**src/rtl/call_return_sequencer.sv**
```systemverilog
// call_return_sequencer: turns one-cycle CALL/RET opcodes from the decoder
// into timed instruction-stack strobes and PC-load commands. It tracks stack
// occupancy, stalls fetch while a sequence is in flight, and traps overflow,
// underflow and simultaneous CALL/RET requests into a sticky FAULT state.
module call_return_sequencer #(
  parameter int addr_width = 4,
  parameter int data_width = 8
) (
  input  logic                  local_clk,
  input  logic                  rst,
  input  logic                  op_call,
  input  logic                  op_rtrn,
  input  logic [data_width-1:0] i_PC,
  input  logic [data_width-1:0] i_target,
  input  logic [data_width-1:0] i_stack_top,
  input  logic                  err_clr,
  output logic                  stack_call,
  output logic                  stack_rtrn,
  output logic [data_width-1:0] stack_pc,
  output logic [data_width-1:0] pc_next,
  output logic                  pc_load,
  output logic                  stall,
  output logic [addr_width:0]   depth,
  output logic                  err_ovf,
  output logic                  err_udf,
  output logic                  err_ill
);

  // Occupancy at which the stack is full (2**addr_width entries).
  localparam logic [addr_width:0] depth_full = {1'b1, {addr_width{1'b0}}};
  localparam logic [addr_width:0] depth_one  = (addr_width + 1)'(1);

  typedef enum logic [2:0] {
    S_IDLE,
    S_CALL,
    S_RET_POP,
    S_RET_LOAD,
    S_FAULT
  } state_t;

  state_t state;
  state_t state_next;

  logic                  accept_call;
  logic                  set_ill;
  logic                  set_ovf;
  logic                  set_udf;
  logic [data_width-1:0] stack_pc_q;
  logic [data_width-1:0] pc_next_q;

  // State register; reset aborts any in-flight sequence immediately.
  always_ff @(posedge local_clk or posedge rst) begin
    if (rst) begin
      state <= S_IDLE;
    end else begin
      state <= state_next;
    end
  end

  // Next-state decode; opcodes are only looked at while idle, with the
  // illegal/overflow/underflow traps taking priority over acceptance.
  always_comb begin
    state_next  = state;
    accept_call = 1'b0;
    set_ill     = 1'b0;
    set_ovf     = 1'b0;
    set_udf     = 1'b0;
    unique case (state)
      S_IDLE: begin
        if (op_call && op_rtrn) begin
          state_next = S_FAULT;
          set_ill    = 1'b1;
        end else if (op_call && (depth == depth_full)) begin
          state_next = S_FAULT;
          set_ovf    = 1'b1;
        end else if (op_rtrn && (depth == '0)) begin
          state_next = S_FAULT;
          set_udf    = 1'b1;
        end else if (op_call) begin
          state_next  = S_CALL;
          accept_call = 1'b1;
        end else if (op_rtrn) begin
          state_next = S_RET_POP;
        end
      end
      S_CALL:     state_next = S_IDLE;
      S_RET_POP:  state_next = S_RET_LOAD;
      S_RET_LOAD: state_next = S_IDLE;
      S_FAULT: begin
        if (err_clr) begin
          state_next = S_IDLE;
        end
      end
      default:    state_next = S_IDLE;
    endcase
  end

  // Output decode from state only, so no opcode reaches a strobe combinationally.
  // The return address is forwarded straight from the stack read port during
  // RET_LOAD because the stack only presents it after the pop edge.
  always_comb begin
    stack_call = (state == S_CALL);
    stack_rtrn = (state == S_RET_POP);
    pc_load    = (state == S_CALL) || (state == S_RET_LOAD);
    stall      = (state != S_IDLE);
    stack_pc   = stack_pc_q;
    pc_next    = (state == S_RET_LOAD) ? i_stack_top : pc_next_q;
  end

  // Capture the return PC and call destination on the accepting edge.
  always_ff @(posedge local_clk or posedge rst) begin
    if (rst) begin
      stack_pc_q <= '0;
      pc_next_q  <= '0;
    end else if (accept_call) begin
      stack_pc_q <= i_PC;
      pc_next_q  <= i_target;
    end
  end

  // Mirror of the stack pointer: it moves on the same edges the stack does.
  always_ff @(posedge local_clk or posedge rst) begin
    if (rst) begin
      depth <= '0;
    end else if (state == S_CALL) begin
      depth <= depth + depth_one;
    end else if (state == S_RET_POP) begin
      depth <= depth - depth_one;
    end
  end

  // Sticky error flags, cleared only when software acknowledges the fault.
  always_ff @(posedge local_clk or posedge rst) begin
    if (rst) begin
      err_ovf <= 1'b0;
      err_udf <= 1'b0;
      err_ill <= 1'b0;
    end else if ((state == S_FAULT) && err_clr) begin
      err_ovf <= 1'b0;
      err_udf <= 1'b0;
      err_ill <= 1'b0;
    end else begin
      err_ovf <= err_ovf | set_ovf;
      err_udf <= err_udf | set_udf;
      err_ill <= err_ill | set_ill;
    end
  end

endmodule
```
**config.mk**
```make
export PLATFORM = sky130hd
export DESIGN_NAME = call_return_sequencer
export DESIGN_NICKNAME = d
export VERILOG_FILES = /design/src/rtl/call_return_sequencer.sv
export SDC_FILE = /design/constraint.sdc
export NUM_CORES = 1
export LEC_CHECK = 0
export ABC_CLOCK_PERIOD_IN_PS = 3900
export BUFFER_PORTS_ARGS = -buffer_cell sky130_fd_sc_hd__buf_2
export CORE_MARGIN = 5
export CORE_UTILIZATION = 50
export CTS_BUF_LIST = sky130_fd_sc_hd__clkbuf_4 sky130_fd_sc_hd__clkbuf_8
export CTS_CLUSTER_DIAMETER = 30
export DETAILED_ROUTE_END_ITERATION = 6
export PLACE_DENSITY = 0.83
export REMOVE_ABC_BUFFERS = 1
export SLEW_MARGIN = 20
export SYNTH_ARGS = -nofsm -noshare
export SYNTH_HDL_FRONTEND = slang
export SYNTH_SLANG_ARGS = --single-unit
```
**constraint.sdc**
```tcl
create_clock -name local_clk -period 3.9 [get_ports local_clk]
set_input_delay 0.195 -clock local_clk [delete_from_list [all_inputs] [get_ports local_clk]]
set_output_delay 0.195 -clock local_clk [all_outputs]
set_load 0.01 [all_outputs]
```
==> impl_metrics.py <==
metrics = {
    "placement": {
        "detailedPlace.worstSlack_ns": 1.50,
        "dpl.hpwl_um": 2360,
        "buffer_ports.inserted": 56,
        "gpl.final_weighted_congestion": 0.734,
        "placement_cell_area_um2": 1670,
        "numPlacedInstances": 191,
    },
    "sta": {
        "final.setup_skew_ns": 0.00125,
        "grt_setup_unrepaired": "false",
        "post-route-period-util_pct": 63.0,
        "timing_max_transition_violations_final": 0,
        "setup_violations": 0,
        "timing.final.ws_setup_ns": 1.44,
        "finalHoldViolCount": 0,
        "max_frequency_ghz": 0.407,
        "setup_tns_ns": 0,
        "final_period_minus_worst_setup_slack_ns": 2.46,
        "max_slew.worst_pin.slew_ns": 0.556,
        "maxSlewHeadroom_pct": 62.8,
    },
    "worst_setup_path": {
        "setup.worst_path.class": "reg -> reg",
        "worst_ep_arrival_time_ns": 2.71,
        "cp_max_fo": 7,
        "r2r_cells": 8,
        "worstPathRequired_ns": 4.16,
        "worst_setup_path_start_kind": "flop",
        "critical_path_startpoint": "state[0]$_DFFE_PP0P_",
        "setup.worst_path.end_class": "flop",
        "crit-reg2reg-launch": "state[0]$_DFFE_PP0P_",
    },
    "route": {
        "route.detailed.drc": 0,
        "remaining_number_of_nets_flagged_by_the_antenna_check_after_routing": 0,
        "route.detailed.wl_per_inst_um": 14.8,
        "drt_pass1_iterations": 4,
        "route.detailed.vias_per_inst": 5.28,
        "drt_iter0_drc": 8,
        "wl_um": 2900,
        "vias": 1035,
    },
    "min_path": {
        "hold_depth": 2,
        "hold_path_class": "in -> reg",
        "hold_path.startpoint": "i_PC[4]",
    },
    "clock_network": {
        "cts-buffers-inserted": 3,
        "path_clk_slew_ns": 0.14,
        "max-clock-path-buffers": 2,
        "h-tree-depth": 1,
        "tritoncts": "done",
        "cts.repair.resized": 0,
        "cts_root_buffer": "sky130_fd_sc_hd__clkbuf_4",
        "clock_latency_ns": 0.32,
        "clkSinkCount": 27,
    },
    "synth": {
        "ys_ff_latch": 27,
        "yosys.cell_types.count": 26,
        "synth_sequential_area_ratio_pct": 49.3,
        "syn-mean-instance-area_um2": 12.9,
        "synth.cell_area_um2": 1370,
        "synth_warnings": 0,
        "synthCells": 106,
    },
    "die": {
        "design.core.area_um2": 2690,
        "die-width_um": 62.3,
        "initial_core_util_pct": 51.0,
        "ios": 57,
        "rows": 19,
        "fp.dieH_um": 62.3,
        "die_area_um2": 3890,
    },
    "grt": {
        "initial_antenna_violation_count": 0,
        "grt_max_degree": 28,
        "grt_pass1_vias": 1110,
        "overflow": 0,
        "grtUsageTotal_pct": 15.5,
        "grt_first_pass_wirelength_um": 5020,
    },
    "pwr": {
        "power_leakage_uw": 0.000843,
        "pwr_density_cell_nw_per_um2": 823,
        "vdd_ir_drop_max_uv": 493,
    },
    "final_layout": {
        "syn2layout_area_growth_pct": 24.6,
        "final.fill_count": 215,
        "fin_cells": 196,
        "post_route_cells_drive_above_1_share_pct": 55.2,
        "final_common_cell": "sky130_fd_sc_hd__buf_2",
        "antennaDiodeCount": 0,
        "layout.cells.most_common_list": "sky130_fd_sc_hd__buf_2, sky130_fd_sc_hd__dfrtp_1, sky130_fd_sc_hd__mux2_2",
        "finalNetCount": 199,
        "fin_area_um2": 1710,
    },
    "flow_run": {
        "drv.max_cap_violation_count": 0,
    },
    "run_status": {
        "result_of_the_run": "finished, final reports clean",
    },
}
[per-layer routing]
metal  vias to the layer above  GRT usage [%]  share of wire (%)
met1                       503           18.6                 40
li1                        489              -                  -
met5                         -              0                  0
met4                         0           3.18               0.72
met3                         2           3.78                7.6
met2                        41           27.8                 52
[Yosys cell counts (all sizes together)]
| library cell | number | area share (%) |
|---|---|---|
| and3 | 1 | 0.46 |
| mux2i | 1 | 0.73 |
| buf | 3 | 2.0 |
| or3 | 1 | 0.82 |
| or2 | 1 | 0.46 |
| nor2 | 4 | 1.1 |
| dfrtp | 27 | 49 |
| xnor2 | 4 | 2.6 |
| ha | 3 | 2.7 |
| a21oi | 6 | 2.2 |
| nor2b | 4 | 1.8 |
| nor4 | 1 | 0.46 |
| xor2 | 1 | 0.64 |
| nor3b | 1 | 0.55 |
| a31oi | 2 | 0.91 |
| a21o | 2 | 1.1 |
| fa | 1 | 1.5 |
| o21ai | 4 | 1.5 |
| inv | 2 | 0.55 |
| mux2 | 26 | 24 |
| nor3 | 2 | 0.73 |
| nand2 | 7 | 1.9 |
| nor4b | 1 | 1.7 |
| nand2b | 1 | 0.46 |
[kinds of logic after synthesis]
kind of cell	synth area share, %
muxes	24.6
adders and majority gates	4.20
xor gates and xnor gates	3.20
DFF	49.3
AOI/OAI and AO/OA	5.66
and+or+nand+nor	10.5
buffers and inverters	2.56
[path summary, 6_finish.rpt]
| path | endpoint | slack (ns) |
|---|---|---|
| worst max-delay path | depth[4]$_DFFE_PP0P_ | 1.44 |
| max in group asynchronous | stack_pc[1]$_DFFE_PP0P_ | 3.08 |
| worst min-delay path | stack_pc[4]$_DFFE_PP0P_ | 0.09 |
| worst max register to register | depth[4]$_DFFE_PP0P_ | 1.44 |
| worst min register to register | stack_pc[7]$_DFFE_PP0P_ | 0.52 |
| min in group asynchronous | stack_pc[4]$_DFFE_PP0P_ | 0.45 |
[final cells by class]
cell class | instances | area (um^2) | area share (%)
sequential | 27 | 676 | 39.6
multi-input combinational | 74 | 659 | 38.6
timing repair buffer | 58 | 298 | 17.4
tap | 31 | 38.8 | 2.27
clock buffer | 3 | 22.5 | 1.32
inverter | 2 | 7.51 | 0.440
clock inverter | 1 | 5.00 | 0.293
[through the flow]
stage	hold WS [ns]	utilization [%]	total power (uW)
detailed placement	0.432	62.1	1300
global route	0.0816	63.5	1530
CTS	0.0838	63.2	1420
global placement	0.426	62.1	1260
finish	0.0950	63.5	1400
floorplan	0.248	-	1040
[state kept, by name, summed over array words and instances (netlist names)]
| signal | count |
|---|---|
| depth | 5 |
| err_ill | 1 |
| err_ovf | 1 |
| err_udf | 1 |
| pc_next_q | 8 |
| stack_pc | 8 |
| state | 3 |
[where the power goes]
group / switching (uW) / internal, uW
sequential: 116 / 419
clock: 79.4 / 38.4
combinational: 342 / 410
total: 537 / 867
[what timing repair did]
action,in CTS,in global routing
setup endpoints to repair,0,0
buffers inserted,0,0
hold buffers,0,1
hold endpoints to repair,0,27
[worst max-delay path, stage by stage (launching register included)]
cell	delay (ns)
sky130_fd_sc_hd__dfrtp_1	0.49
sky130_fd_sc_hd__nor2b_1	0.23
sky130_fd_sc_hd__nor2b_1	0.24
sky130_fd_sc_hd__inv_1	0.14
sky130_fd_sc_hd__fa_1	0.47
sky130_fd_sc_hd__a21o_1	0.19
sky130_fd_sc_hd__a21oi_1	0.21
sky130_fd_sc_hd__mux2i_1	0.28
sky130_fd_sc_hd__xnor2_1	0.14
No activity file was read; power rests on OpenSTA's default activity.
